## src/rtl/pow_pkg.sv

```systemverilog
// pow_pkg: shared types and Q10.10 constants for the fixed-point power/root datapaths.
`default_nettype none

package pow_pkg;

  typedef enum logic [1:0] {
    IDLE = 2'd0,
    CALC = 2'd1,
    OUT  = 2'd2
  } state_t;

  localparam int              FIX_W    = 20;
  localparam int              FIX_FRAC = 10;
  localparam logic [FIX_W-1:0] FIX_ONE = 20'h00400;
  localparam logic [FIX_W-1:0] FIX_SAT = 20'hFFFFF;

endpackage

`default_nettype wire

```

## src/rtl/fixed_mul_sat.sv

```systemverilog
// fixed_mul_sat: combinational unsigned fixed-point multiply, floor-truncated, saturating.
`default_nettype none

module fixed_mul_sat #(
  parameter int W    = 20,
  parameter int FRAC = 10
) (
  input  logic [W-1:0] a,
  input  logic [W-1:0] b,
  output logic [W-1:0] p,
  output logic         ovf
);

  logic [2*W-1:0] prod;
  logic [2*W-1:0] shifted;

  assign prod    = {{W{1'b0}}, a} * {{W{1'b0}}, b};
  assign shifted = prod >> FRAC;

  // Top FRAC bits of shifted are always zero, so the OR covers the true integer overflow.
  assign ovf = |shifted[2*W-1:W];
  assign p   = ovf ? {W{1'b1}} : shifted[W-1:0];

endmodule

`default_nettype wire

```

## src/rtl/fixed_pow_unit.sv

```systemverilog
// fixed_pow_unit: sequential base^exp in unsigned Q10.10, one shared multiply per cycle.
`default_nettype none

module fixed_pow_unit
  import pow_pkg::*;
#(
  parameter int W     = FIX_W,
  parameter int FRAC  = FIX_FRAC,
  parameter int EXP_W = 3
) (
  input  logic             clk,
  input  logic             rst_n,
  input  logic             in_valid,
  input  logic [W-1:0]     in_base,
  input  logic [EXP_W-1:0] in_exp,
  output logic             out_valid,
  output logic [W-1:0]     out_data,
  output logic             out_ovf
);

  state_t           state, state_nxt;
  logic [W-1:0]     acc, acc_nxt;
  logic [W-1:0]     base_r, base_nxt;
  logic [EXP_W-1:0] cnt, cnt_nxt;
  logic             ovf, ovf_nxt;
  logic             out_valid_nxt;
  logic [W-1:0]     out_data_nxt;
  logic             out_ovf_nxt;

  logic [W-1:0]     mul_p;
  logic             mul_ovf;

  fixed_mul_sat #(
    .W    (W),
    .FRAC (FRAC)
  ) u_mul (
    .a   (acc),
    .b   (base_r),
    .p   (mul_p),
    .ovf (mul_ovf)
  );

  always_ff @(posedge clk) begin
    if (!rst_n) begin
      state     <= IDLE;
      acc       <= '0;
      base_r    <= '0;
      cnt       <= '0;
      ovf       <= 1'b0;
      out_valid <= 1'b0;
      out_data  <= '0;
      out_ovf   <= 1'b0;
    end else begin
      state     <= state_nxt;
      acc       <= acc_nxt;
      base_r    <= base_nxt;
      cnt       <= cnt_nxt;
      ovf       <= ovf_nxt;
      out_valid <= out_valid_nxt;
      out_data  <= out_data_nxt;
      out_ovf   <= out_ovf_nxt;
    end
  end

  always_comb begin
    state_nxt     = state;
    acc_nxt       = acc;
    base_nxt      = base_r;
    cnt_nxt       = cnt;
    ovf_nxt       = ovf;
    out_valid_nxt = out_valid;
    out_data_nxt  = out_data;
    out_ovf_nxt   = out_ovf;

    unique case (state)
      IDLE: begin
        if (in_valid) begin
          base_nxt  = in_base;
          ovf_nxt   = 1'b0;
          state_nxt = CALC;
          if (in_exp == '0) begin
            acc_nxt = FIX_ONE;
            cnt_nxt = '0;
          end else begin
            acc_nxt = in_base;
            cnt_nxt = in_exp - EXP_W'(1);
          end
        end
      end
      CALC: begin
        if (cnt != '0) begin
          // Countdown runs even when saturated so latency stays fixed.
          cnt_nxt = cnt - EXP_W'(1);
          if (!ovf) begin
            acc_nxt = mul_p;
            ovf_nxt = mul_ovf;
          end
        end else begin
          out_data_nxt  = acc;
          out_ovf_nxt   = ovf;
          out_valid_nxt = 1'b1;
          state_nxt     = OUT;
        end
      end
      OUT: begin
        out_valid_nxt = 1'b0;
        out_data_nxt  = '0;
        out_ovf_nxt   = 1'b0;
        state_nxt     = IDLE;
      end
      default: state_nxt = IDLE;
    endcase
  end

endmodule

`default_nettype wire

```

## config.mk

```make
export PLATFORM = sky130hd
export DESIGN_NAME = fixed_pow_unit
export DESIGN_NICKNAME = d
export VERILOG_FILES = /design/src/rtl/pow_pkg.sv /design/src/rtl/fixed_mul_sat.sv /design/src/rtl/fixed_pow_unit.sv
export SDC_FILE = /design/constraint.sdc
export NUM_CORES = 1
export LEC_CHECK = 0
export ABC_AREA = 1
export BUFFER_PORTS_ARGS = -buffer_cell sky130_fd_sc_hd__buf_2
export CAP_MARGIN = 20
export CORE_ASPECT_RATIO = 2
export CORE_MARGIN = 5
export CORE_UTILIZATION = 45
export DETAILED_ROUTE_END_ITERATION = 12
export GPL_TIMING_DRIVEN = 0
export SYNTH_ARGS = -nofsm -noshare
export SYNTH_HDL_FRONTEND = slang
export SYNTH_SLANG_ARGS = --single-unit
```

## constraint.sdc

```tcl
create_clock -name clk -period 10 [get_ports clk]
set_input_delay 2 -clock clk [delete_from_list [all_inputs] [get_ports clk]]
set_output_delay 2 -clock clk [all_outputs]
set_load 0.02 [all_outputs]
```

# Word level (Yosys, flattened, before mapping)
# Cells that the tools add are included.
# word_totals
regBits,68
in_bits,26
out_inout_bits,22
wordCells,51
# op_classes
addsub,2
mul,1
n_eq_ne,6
mux,23
n_reduce_logical,11
# op_table
operator,n
two-way mux 20 bit,6
one-hot mux 20 bit (2 select lines),2
multiplier 20 x 20 -> 40 bit,1
OR reduction 10 bit,1
two-way mux 3 bit,3
!= test 2 bit (second input constant),4
one-hot mux 1 bit (2 select lines),3
one-hot mux 3 bit (2 select lines),1
AND reduction 2 bit,3
subtractor 3 x 1 -> 3 bit (second input constant),2
two-way mux 1 bit,5
two-way mux 2 bit,2
one-hot mux 2 bit (2 select lines),1
AND reduction 4 bit,1
nonzero test 2 bit,2
zero test 3 bit,1
AND reduction 3 bit,1
nonzero test 3 bit,1
== test 2 x 1 -> 1 bit (second input constant),1
== test 2 bit (second input constant),1
zero test 2 bit,1

# Longest topological paths before layout
# Gate-level depths: netlist (run 1).
# depth
ltp_word,6
depth_mapped,35
ltp_nobuf,32

# Cells and area by module
# Synthesis (run 1) repeated with hierarchy kept, for this count alone.
# hier_totals
hier_cells,2408
hier_area_um2,17361.7
# modules_own_cells
module,n_inst,cells_per_inst,area_each_um2,seq_area_each_um2
fixed_mul_sat,1,1996,14478.9,0.0
fixed_pow_unit,1,412,2882.8,1361.3

# Worst setup path before layout (run 1)
# No wires, ideal clock.
# synth_path
kind,register to register
start,register acc[9]
end,register acc[12]
setup_ps,132
arrival_ps,6009
required_time_ps,9868
path_slack_ps,3859
path_stages_with_launch,33
n_path_buf,2
period_less_slack_ps,6141
path_cell_list,dfxtp_1 > clkbuf_1 > nand2_1 > inv_1 > fa_1 > fa_1 > inv_1 > fa_1 > inv_1 > fa_1 > inv_1 > fa_1 > inv_1 > fa_1 > inv_1 > fa_1 > inv_1 > ha_1 > nand2_2 > inv_1 > a21oi_1 > inv_1 > a21oi_2 > nand2_1 > nand2_1 > nand3b_1 > nand2_1 > nand2_1 > nor2_2 > buf_4 > nand4_1 > nand2_1 > a21oi_1
# synth_via
elab_chain_len,6
# synth_rtl
element,line,source
from (decl),fixed_pow_unit.sv:22,"logic [W-1:0] acc, acc_nxt;"
from (signal assigned),fixed_pow_unit.sv:55,acc <= acc_nxt;
multiplier 20 x 20 -> 40 bit (*),fixed_mul_sat.sv:17,"assign prod = {{W{1'b0}}, a} * {{W{1'b0}}, b};"
OR reduction 10 bit,fixed_mul_sat.sv:21,assign ovf = |shifted[2*W-1:W];
two-way mux 20 bit (*),fixed_mul_sat.sv:22,assign p = ovf ? {W{1'b1}} : shifted[W-1:0];
two-way mux 20 bit (*),fixed_pow_unit.sv:94,if (!ovf) begin
two-way mux 20 bit (*),fixed_pow_unit.sv:91,if (cnt != '0) begin
one-hot mux 20 bit (2 select lines) (*),fixed_pow_unit.sv:75,unique case (state)
# Mark *: on every way between the ends. The rest lies on a longest branch, timed or not. The select of a mux whose other input is x is not followed.
# A chain may end at the register's enable or synchronous reset.

# Worst setup path after layout (run 1)
# layout_path
start,register acc[13]
end,register acc[3]
# Same word-level chain as after synthesis.

==> results of run 1 <==
[logic make-up (layout without fill, tap and decap cells)]
logic type | Yosys count | count (layout)
flip-flops | 68 | 68
AND/OR/NAND/NOR | 826 | 826
buffers and inverters | 795 | 857
AO/OA/AOI/OAI | 205 | 205
adder cells (fa/ha/maj) | 471 | 471
XOR/XNOR | 6 | 6
[flip-flops by register name (all words and copies together) (netlist names)]
signal	flops
base_r	20
out_ovf	1
out_data	20
state	2
cnt	3
out_valid	1
ovf	1
acc	20
[report_power, final]
group / switching (mW) / internal (mW)
Sequential: 0.0281 / 0.300
Clock: 0.130 / 0.174
Combinational: 1.23 / 0.581
[final cells by class]
type / instances / area (µm²)
fill: 3893 / 19600
multi-input combinational: 1508 / 12800
inverter: 684 / 2570
sequential: 68 / 1360
tap: 463 / 579
buffer: 111 / 444
clock buffer: 10 / 239
timing repair buffer: 46 / 230
clock inverter: 6 / 40.0
[Yosys cell counts, types with 3 or more instances]
cell                       instances
sky130_fd_sc_hd__inv_1           674
sky130_fd_sc_hd__nand2_1         629
sky130_fd_sc_hd__fa_1            319
sky130_fd_sc_hd__ha_1            152
sky130_fd_sc_hd__nor2_1          110
sky130_fd_sc_hd__a21oi_1         104
sky130_fd_sc_hd__clkbuf_1        100
sky130_fd_sc_hd__dfxtp_1          68
sky130_fd_sc_hd__o21ai_0          51
sky130_fd_sc_hd__nand4_1          25
sky130_fd_sc_hd__nand3_1          23
sky130_fd_sc_hd__a32o_1           19
sky130_fd_sc_hd__nor3_1           13
sky130_fd_sc_hd__nor2_2            9
sky130_fd_sc_hd__inv_2             8
sky130_fd_sc_hd__nand2_2           6
sky130_fd_sc_hd__nand3_2           6
sky130_fd_sc_hd__o21a_1            6
sky130_fd_sc_hd__o21bai_1          6
sky130_fd_sc_hd__a31oi_1           5
sky130_fd_sc_hd__buf_1             5
sky130_fd_sc_hd__a21boi_0          4
sky130_fd_sc_hd__xor2_1            4
sky130_fd_sc_hd__a21o_1            3
sky130_fd_sc_hd__buf_4             3
sky130_fd_sc_hd__o21ai_1           3
[per-layer routing]
metal	track usage	share of wire	vias to the layer above	wire length (µm)
li1	-	-	6956	-
met1	0.304	0.33	7475	20300
met2	0.548	0.53	583	32600
met3	0.0229	0.043	215	2650
met4	0.209	0.093	0	5690
met5	0	0	-	0
[critical path, delay by kind of cell, from the launching register on]
family	cells	cell delay, ns
adder cells (fa/ha/maj)	8	4.08
buffers and inverters	5	1.13
AO/OA/AOI/OAI	4	1.04
AND/OR/NAND/NOR	9	0.98
flip-flops	1	0.50
[worst max path at each step]
stage	end	slack [ns]	cells past startpoint
final	acc[3]$_SDFFE_PN0P_	2.13	26
after global routing	acc[15]$_SDFFE_PN0P_	1.84	28
after CTS	acc[13]$_SDFFE_PN0P_	2.13	26
after detailed placement	acc[13]$_SDFFE_PN0P_	2.18	26
after global placement	acc[13]$_SDFFE_PN0P_	2.18	26
after floorplan	acc[12]$_SDFFE_PN0P_	3.86	32
[per-stage QoR]
step | instance area, µm² | util
2_1_floorplan | 17200 | -
3_3_place_gp | 18000 | 0.475
3_5_place_dp | 18000 | 0.475
4_1_cts | 18300 | 0.483
5_1_grt | 18300 | 0.483
6_report | 18300 | 0.483
==> impl_metrics.tcl, run 1 <==
set metrics [dict create \
    number_of_global_route_vias_before_repair 16100 \
    ctsLongestPathBuffers 2 \
    status "complete, no violations" \
    worst_hold_launch "out_ovf$_SDFFE_PN0P_" \
    pre_cts_ws_ns 2.18 \
    clock-skew-final_ns 0.0137 \
    final-setup-viol-count 0 \
    postLayoutSetupSlackWorst_ns 2.13 \
    synth-async-reset-ratio 0 \
    cts_sinks 68 \
    core_region_area_um2 37900 \
    finalHoldViolations 0 \
    clk_transition_reported_paths_ns 0.07 \
    powerDensity_nw_per_um2 134 \
    synthTopCellsByArea "sky130_fd_sc_hd__fa_1, sky130_fd_sc_hd__inv_1, sky130_fd_sc_hd__nand2_1, sky130_fd_sc_hd__ha_1, sky130_fd_sc_hd__dfxtp_1" \
    final_net_count 2925 \
    timing.rr.start "acc[13]$_SDFFE_PN0P_" \
    syn_avg_cell_area_um2 7.26 \
    antenna_fix_cells 0 \
    critical_path.slowest_cell "sky130_fd_sc_hd__clkbuf_1" \
    drt_drc_violations_left 0 \
    vias_per_cell 5.26 \
    min_period_over_period 0.787 \
    syn-cell-area_um2 17200 \
    synth_xor_area_frac 0.00305 \
    r2r_slack_ns 2.13 \
    synthDistinctLibCells 38 \
    cts_repair_resize_count 0 \
    cp-end-kind "flop" \
    synth-simple-area-share 0.192 \
    areaGrowthSynthToFinish_pct 6.33 \
    drt-initial-drc-count 1132 \
    grtUsageTotal 0.294 \
    area_share_of_the_largest_cell_type_after_synthesis 0.371 \
    dr_total_vias 15200 \
    place_hpwl_um 52500 \
    timing.critical_path.required_ns 10.20 \
    layout_min_cycle_time_ns 7.87 \
    max_stage_delay_on_crit_path_ns 0.77 \
    grt_overflow_total 0 \
    synth_mux_area_frac 0 \
    floorplan.die_area_um2 42500 \
    r2r.worst_path.cells 26 \
    synth-seq-area-share 0.0791 \
    routabilityCongestion 1.02 \
    fin_total_pwr_mw 2.44 \
    synth_adder_area_share 0.482 \
    whs_ns 0.492 \
    core.rowCount 101 \
    unrepaired_setup_endpoints_after_global_routing "no" \
    fp.dieW_um 148 \
    rr_endpoint "acc[3]$_SDFFE_PN0P_" \
    antenna_found_initial 0 \
    cts_made_buffers 9 \
    postCtsSetupRepairBufs 0 \
    fmax_mhz 127 \
    dominant_combinational_cell_family_by_area_after_synthesis "adder cells" \
    cts_tree "done" \
    ys_warn_count 0 \
    timing.max_cap.violations 0 \
    synth.net_count 2868 \
    ys_seq_elements 68 \
    cts-hold-fix-buffers 0 \
    wl_per_cell_um 21.2 \
    io_buffers 46 \
    totalWireLength_um 61300 \
    tns_ns 0 \
    cp-startpoint "acc[13]$_SDFFE_PN0P_" \
    most_frequent_standard_cell_in_the_layout_excluding_fill_and_tap_cells "sky130_fd_sc_hd__inv_1" \
    power.ir.vdd_worst_mv 0.0853 \
    worstHoldPathCells 2 \
    synthDominantAreaCellType "sky130_fd_sc_hd__fa_1" \
    synth-compound-area-share 0.0693 \
    worst_slew_margin_rel 0.256 \
    worst-path-max-fanout 10 \
    timing_max_transition_violations_final 0 \
    grt_pass1_wl_um 92600 \
    die-height_um 287 \
    grt_max_degree 13 \
    syn_inst 2371 \
    synth_edf_count 0 \
    layout-drive-gt1-share 0.0415 \
    fin_cells 2896 \
    worst_slew_pin_slew_ns 1.12 \
    cts_root_buf "sky130_fd_sc_hd__clkbuf_16" \
    num_io_pins 48 \
    main_synth_ff_type "sky130_fd_sc_hd__dfxtp_1" \
    setup.worst_path.start_class "flop" \
    postRouteAntennaNets 0 \
    place.detailed.instances 2880 \
    htreeDepth 3 \
    cellLeakagePower_nw 11.2 \
    clkLatencyLatePin_ns 0.34 \
    hold_end "out_ovf$_SDFFE_PN0P_" \
    mostFrequentLayoutCells "sky130_fd_sc_hd__inv_1, sky130_fd_sc_hd__nand2_1, sky130_fd_sc_hd__fa_1" \
    min-delay-path-class "reg2reg" \
    initial_core_util 0.454 \
    critical_path_arrival_ns 8.06 \
    crit_type "reg2reg" \
    first_pass_iters 5 \
]
(Power assumes the default switching activity.)
==> run 2: changes to the inputs <==
ABC_AREA = 0   (was 1)
clock period = 7.1 ns   (was 10 ns; I/O delays follow)
==> run 2 against run 1 <==
  * The run now ends with setup timing left
  * Clock skew fell by 0.0058 ns
  * Global-route usage fell by 0.98 points
  * Via count fell by 8.0%
  * Final cell count fell by 14%
  * Critical endpoint is now acc[0]$_SDFFE_PN0P_
==> impl_metrics.tcl, run 2 <==
set metrics [dict create \
    highest_layer "met4" \
    layout-drive-gt1-share 0.159 \
    pre_cts_ws_ns -1.34 \
    violated_checks "setup timing" \
    place_hpwl_um 47200 \
    wl_met1_um 18800 \
    vias_per_cell 5.62 \
    min_period_over_period 1.01 \
    main_synth_ff_type "sky130_fd_sc_hd__dfxtp_1" \
    worst_slew_margin_rel 0.301 \
    timing.max_cap.violations 0 \
    layout_min_cycle_time_ns 7.14 \
    number_of_global_route_vias_before_repair 15400 \
    synthDistinctLibCells 68 \
    critical_path_arrival_ns 7.36 \
    core_region_area_um2 36500 \
    cts_root_buf "sky130_fd_sc_hd__clkbuf_16" \
    syn_avg_cell_area_um2 8.67 \
    drt-initial-drc-count 880 \
    drt_drc_violations_left 0 \
    io_buffers 46 \
    clk_transition_reported_paths_ns 0.06 \
    worst_slew_pin_slew_ns 1.05 \
    status "finished, violations left" \
    htreeDepth 3 \
    ys_warn_count 0 \
    finalHoldViolations 0 \
    crit_top_cell "sky130_fd_sc_hd__fa_1" \
    postLayoutSetupSlackWorst_ns -0.0420 \
    fp.dieW_um 146 \
    fin_util 0.542 \
    whs_ns 0.471 \
    syn-cell-area_um2 16700 \
    powerDensity_nw_per_um2 144 \
    grt_overflow_total 0 \
    cp-end-kind "flop" \
    netlist_top_cells_count "sky130_fd_sc_hd__inv_1, sky130_fd_sc_hd__fa_1, sky130_fd_sc_hd__and2_1" \
    synthTopCellsByArea "sky130_fd_sc_hd__fa_1, sky130_fd_sc_hd__ha_1, sky130_fd_sc_hd__and2_1, sky130_fd_sc_hd__dfxtp_1, sky130_fd_sc_hd__inv_1" \
    family_of_cells_with_the_greatest_summed_delay_on_the_critical_path "adder cells" \
    grtUsageTotal 0.284 \
    dr_total_vias 14000 \
    first_pass_iters 8 \
    route.met2.wl_um 31400 \
    floorplan.die_area_um2 41300 \
    timing.critical_path.required_ns 7.32 \
    core.rowCount 99 \
    min-delay-path-class "reg2reg" \
    areaGrowthSynthToFinish_pct 18.6 \
    unrepaired_setup_endpoints_after_global_routing "yes" \
    setup.worst_path.start_class "flop" \
    clkLatencyLatePin_ns 0.34 \
    buffer_and_inverter_count_on_the_worst_path 8 \
    cts_tree "done" \
    num_io_pins 48 \
    synth-seq-area-share 0.0815 \
    worst-path-max-fanout 10 \
    most_frequent_cell_after_synthesis "sky130_fd_sc_hd__inv_1" \
    grt_pass1_wl_um 88000 \
    critical_path.slowest_cell "sky130_fd_sc_hd__fa_1" \
    clock-skew-final_ns 0.00791 \
    crit_type "reg2reg" \
    ys_seq_elements 68 \
    max_stage_delay_on_crit_path_ns 0.56 \
    synth-async-reset-ratio 0 \
    initial_core_util 0.457 \
    final-setup-viol-count 14 \
    reg_top3 "acc x20, base_r x20, out_data x20" \
    detailed_route_wirelength_on_metal3_um 2200 \
    fin_total_pwr_mw 2.86 \
    place.detailed.instances 2425 \
    mostFrequentLayoutCells "sky130_fd_sc_hd__inv_1, sky130_fd_sc_hd__fa_1, sky130_fd_sc_hd__and2_1" \
    synthDominantAreaCellType "sky130_fd_sc_hd__fa_1" \
    totalWireLength_um 58500 \
    fin_cells 2495 \
    cts_made_buffers 9 \
    syn_inst 1925 \
    routabilityCongestion 0.979 \
    power.ir.vdd_worst_mv 0.166 \
    cts-hold-fix-buffers 0 \
    synth_edf_count 0 \
    area_share_of_the_largest_cell_type_after_synthesis 0.382 \
    cellLeakagePower_nw 9.77 \
    synth.net_count 2422 \
    postRouteAntennaNets 0 \
    grt_max_degree 13 \
    antenna_found_initial 1 \
    die-height_um 282 \
    timing_max_transition_violations_final 0 \
    most_frequent_standard_cell_in_the_layout_excluding_fill_and_tap_cells "sky130_fd_sc_hd__inv_1" \
    cts_sinks 68 \
    final_net_count 2532 \
    fmax_mhz 140 \
    ctsLongestPathBuffers 2 \
    wl_per_cell_um 23.4 \
]
run 2: worst paths after layout:
path                                   end                startpoint  slack [ns]  cells after the start
setup reg to reg       acc[0]$_SDFFE_PN0P_       acc[7]$_SDFFE_PN0P_       -0.04                     26
setup / recovery       acc[0]$_SDFFE_PN0P_       acc[7]$_SDFFE_PN0P_       -0.04                     26
hold / removal    out_data[6]$_SDFFE_PN0P_  out_data[6]$_SDFFE_PN0P_        0.47                      1
hold reg to reg   out_data[6]$_SDFFE_PN0P_  out_data[6]$_SDFFE_PN0P_        0.47                      1
run 2: metrics by stage:
step	TNS [ns]	instance area, µm²
floorplan	0	16700
global placement	-24.64	17500
detailed placement	-25.93	17500
CTS	-1.06	19400
global route	-4.41	19800
finish	-0.276	19800
run 2: cell families (layout without fill, tap and decap cells):
family                     Yosys count  in the layout  share of synthesized area
and+or+nand+nor                    624            624                      0.192
buffers and inverters              481            596                      0.110
adders and majority gates          471            471                      0.496
AOI/OAI and AO/OA                  254            254                      0.105
DFF                                 68             68                     0.0815
xor gates and xnor gates            26             26                     0.0136
muxes                                1              1                   0.000600
other                                0              1                          0
run 2: layout make-up:
cell class	count	area (µm²)
diodes	1	2.50
plain buffers	123	1280
clock buffers	10	239
clock inverters	6	87.6
fillers	3401	16700
inverters	358	1340
multi-input cells	1376	14100
flip-flops and latches	68	1440
well taps	454	568
repair buffers	99	723
run 2: metal layers:
metal | vias up | track usage
met5 | - | 0
met4 | 0 | 0.237
met3 | 216 | 0.0265
met2 | 492 | 0.533
met1 | 7125 | 0.279
li1 | 6181 | -
run 2: power breakdown:
group | switching [mW] | internal [mW]
Combinational | 1.13 | 0.756
Clock | 0.172 | 0.317
Sequential | 0.0644 | 0.422
run 2: repair_timing:
action	CTS	global route
setup endpoints to repair	21	21
gates resized for setup	348	59
gates cloned	2	2
buffers inserted	32	15
pin swaps	64	30
==> run 3: changes to the inputs <==
clock period = 6.3 ns   (was 7.1 ns; I/O delays follow)
==> run 3 against run 2 <==
  * Register-to-register slack got worse by 0.69 ns
  * Critical path type unchanged
  * Critical path depth did not move
  * Wire length rose by 2.1%
  * The flow still finishes with violations (setup timing)
  * Via count rose by 0.99%
  * Clock power rose by 16%
  * Core utilization rose by 1.5 points
  * Sequential share of layout area fell by 0.12 points
  * First-iteration DRC count fell by 5.6%
  * Global-route usage rose by 0.42 points
  * Die area did not move
  * Sequential cell count did not move
==> impl_metrics.tcl, run 3 (synthesized netlist as in run 2, its figures left out) <==
set metrics [dict create \
    reg_top3 "acc x20, base_r x20, out_data x20" \
    final_net_count 2560 \
    cts-hold-fix-buffers 0 \
    layout.filler_cells 3327 \
    layout_min_cycle_time_ns 7.03 \
    io_buffers 46 \
    postRouteAntennaNets 0 \
    timing.critical_path.required_ns 6.52 \
    drt-initial-drc-count 831 \
    cts_sinks 68 \
    core_region_area_um2 36500 \
    detailed_place.area_um2 17800 \
    fin_area_um2 20300 \
    powerDensity_nw_per_um2 166 \
    final-setup-viol-count 21 \
    grt_max_degree 13 \
    whs_ns 0.472 \
    grt_overflow_total 0 \
    buffer_and_inverter_count_on_the_worst_path 8 \
    routabilityCongestion 0.953 \
    cts_root_buf "sky130_fd_sc_hd__clkbuf_16" \
    cp-end-kind "flop" \
    power.share.clock 0.168 \
    crit_type "reg2reg" \
    mostFrequentLayoutCells "sky130_fd_sc_hd__inv_1, sky130_fd_sc_hd__fa_1, sky130_fd_sc_hd__and2_1" \
    fmax_mhz 142 \
    ctsLongestPathBuffers 2 \
    critical_path.slowest_cell "sky130_fd_sc_hd__fa_1" \
    number_of_global_route_vias_before_repair 15400 \
    fin_util 0.557 \
    finalHoldViolations 0 \
    min-delay-path-class "reg2reg" \
    crit_top_cell "sky130_fd_sc_hd__fa_1" \
    postLayoutSetupSlackWorst_ns -0.728 \
    initial_core_util 0.457 \
    power.switching_fraction 0.477 \
    clkLatencyLatePin_ns 0.34 \
    r2r_slack_ns -0.73 \
    rr_endpoint "acc[17]$_SDFFE_PN0P_" \
    fp.dieW_um 146 \
    unrepaired_setup_endpoints_after_global_routing "yes" \
    most_frequent_standard_cell_in_the_layout_excluding_fill_and_tap_cells "sky130_fd_sc_hd__inv_1" \
    timing.rr.start "base_r[2]$_SDFFE_PN0P_" \
    totalWireLength_um 59700 \
    core.rowCount 99 \
    first_pass_iters 7 \
    grtUsageTotal 0.288 \
    areaGrowthSynthToFinish_pct 21.9 \
    floorplan.die_area_um2 41300 \
    crit_path_end "acc[17]$_SDFFE_PN0P_" \
    min_period_over_period 1.12 \
    worstHoldPathCells 1 \
    clk_transition_reported_paths_ns 0.06 \
    place.detailed.instances 2425 \
    internal_power_mw 1.76 \
    vias_per_cell 5.61 \
    worst_slew_pin_slew_ns 1.06 \
    switching_power_mw 1.61 \
    wl_per_cell_um 23.7 \
    die-height_um 282 \
    violated_checks "setup timing" \
    pre_cts_ws_ns -1.72 \
    status "finished, violations left" \
    cp-startpoint "base_r[2]$_SDFFE_PN0P_" \
    dr_total_vias 14200 \
    timing_max_transition_violations_final 0 \
    family_of_cells_with_the_greatest_summed_delay_on_the_critical_path "adder cells" \
    num_io_pins 48 \
    power.ir.vdd_worst_mv 0.200 \
    worst_slew_margin_rel 0.292 \
    place_hpwl_um 47200 \
    r2r.worst_path.cells 26 \
    cts_made_buffers 9 \
    fin_cells 2523 \
    cellLeakagePower_nw 9.94 \
    max_stage_delay_on_crit_path_ns 0.52 \
    tns_ns -14.97 \
    clock-skew-final_ns 0.00592 \
    worst-path-max-fanout 5 \
    drt_drc_violations_left 0 \
    setup.worst_path.start_class "flop" \
    grt_pass1_wl_um 89100 \
    cp_num_cells 26 \
    fin_total_pwr_mw 3.37 \
    sequential_share_of_power 0.162 \
    layout-drive-gt1-share 0.198 \
    critical_path_arrival_ns 7.25 \
    htreeDepth 3 \
    comb_power_share 0.670 \
    timing.max_cap.violations 0 \
    worst_hold_launch "out_data[1]$_SDFFE_PN0P_" \
    antenna_found_initial 1 \
    cts_tree "done" \
]
## run 3: cell types whose count changed in the layout (fill, tap and decap cells not counted), moves of 5 or more
cell | previous run | this run
sky130_fd_sc_hd__a21oi_1 | 84 | 66
sky130_fd_sc_hd__a21oi_2 | 11 | 27
sky130_fd_sc_hd__and2_1 | 254 | 246
sky130_fd_sc_hd__and2_4 | 3 | 11
sky130_fd_sc_hd__buf_4 | 46 | 75
sky130_fd_sc_hd__clkbuf_16 | 25 | 30
sky130_fd_sc_hd__clkbuf_2 | 14 | 7
sky130_fd_sc_hd__dfxtp_4 | 16 | 21
sky130_fd_sc_hd__fa_1 | 315 | 305
sky130_fd_sc_hd__fa_2 | 4 | 14
sky130_fd_sc_hd__ha_1 | 147 | 142
## run 3: metal layers
layer / part of all wire / up-vias / track usage
met5: 0 / - / 0
met4: 0.10 / 0 / 0.233
met3: 0.038 / 249 / 0.0226
met2: 0.53 / 512 / 0.545
met1: 0.32 / 7175 / 0.286
li1: - / 6217 / -
## run 3: area by class of cell
type	instances	area, µm²	share of cell area
well taps	454	568	0.0279
diodes	1	2.50	0.000123
clock buffers	11	253	0.0124
flip-flops and latches	68	1460	0.0717
inverters	358	1340	0.0660
clock inverters	5	82.6	0.00406
multi-input cells	1376	14300	0.705
repair buffers	131	977	0.0480
plain buffers	119	1320	0.0647
## run 3: repair_timing
item                       in CTS  in global routing
buffers inserted               46                 30
gates cloned                    2                  5
resized for setup             257                126
pin swaps                      68                 67
setup endpoints to repair      21                 21
## run 3: worst reg2reg max path: stages (launching register included)
cell and delay (ns):
sky130_fd_sc_hd__dfxtp_4 0.37, sky130_fd_sc_hd__clkbuf_16 0.17, sky130_fd_sc_hd__and2_1 0.18, sky130_fd_sc_hd__fa_1 0.51
sky130_fd_sc_hd__fa_1 0.52, sky130_fd_sc_hd__inv_1 0.10, sky130_fd_sc_hd__fa_1 0.50, sky130_fd_sc_hd__inv_1 0.06
sky130_fd_sc_hd__fa_1 0.48, sky130_fd_sc_hd__fa_1 0.51, sky130_fd_sc_hd__fa_1 0.51, sky130_fd_sc_hd__inv_1 0.05
sky130_fd_sc_hd__fa_1 0.51, sky130_fd_sc_hd__inv_2 0.05, sky130_fd_sc_hd__ha_4 0.27, sky130_fd_sc_hd__buf_6 0.12
sky130_fd_sc_hd__nand4_1 0.12, sky130_fd_sc_hd__or2_4 0.27, sky130_fd_sc_hd__nor4_2 0.21, sky130_fd_sc_hd__nand2b_1 0.18
sky130_fd_sc_hd__and3b_2 0.26, sky130_fd_sc_hd__o211ai_1 0.18, sky130_fd_sc_hd__nand4_1 0.12, sky130_fd_sc_hd__buf_6 0.16
sky130_fd_sc_hd__clkbuf_16 0.17, sky130_fd_sc_hd__a2111oi_4 0.25, sky130_fd_sc_hd__a21oi_2 0.09
## run 3: worst min path at each step
stage	slack [ns]	to
after floorplan	0.45	base_r[10]$_SDFFE_PN0P_
after global placement	0.46	out_data[7]$_SDFFE_PN0P_
after detailed placement	0.45	out_data[15]$_SDFFE_PN0P_
after CTS	0.47	out_data[6]$_SDFFE_PN0P_
after global routing	0.49	out_data[4]$_SDFFE_PN0P_
final	0.47	out_data[1]$_SDFFE_PN0P_
## run 3: power by group through the flow
stage	Clock [mW]	Combinational, mW	Sequential [mW]
2_1_floorplan	0	1.13	0.515
3_3_place_gp	0	1.73	0.542
3_5_place_dp	0	1.74	0.543
4_1_cts	0.574	2.05	0.542
5_1_grt	0.590	2.41	0.547
6_report	0.567	2.26	0.545
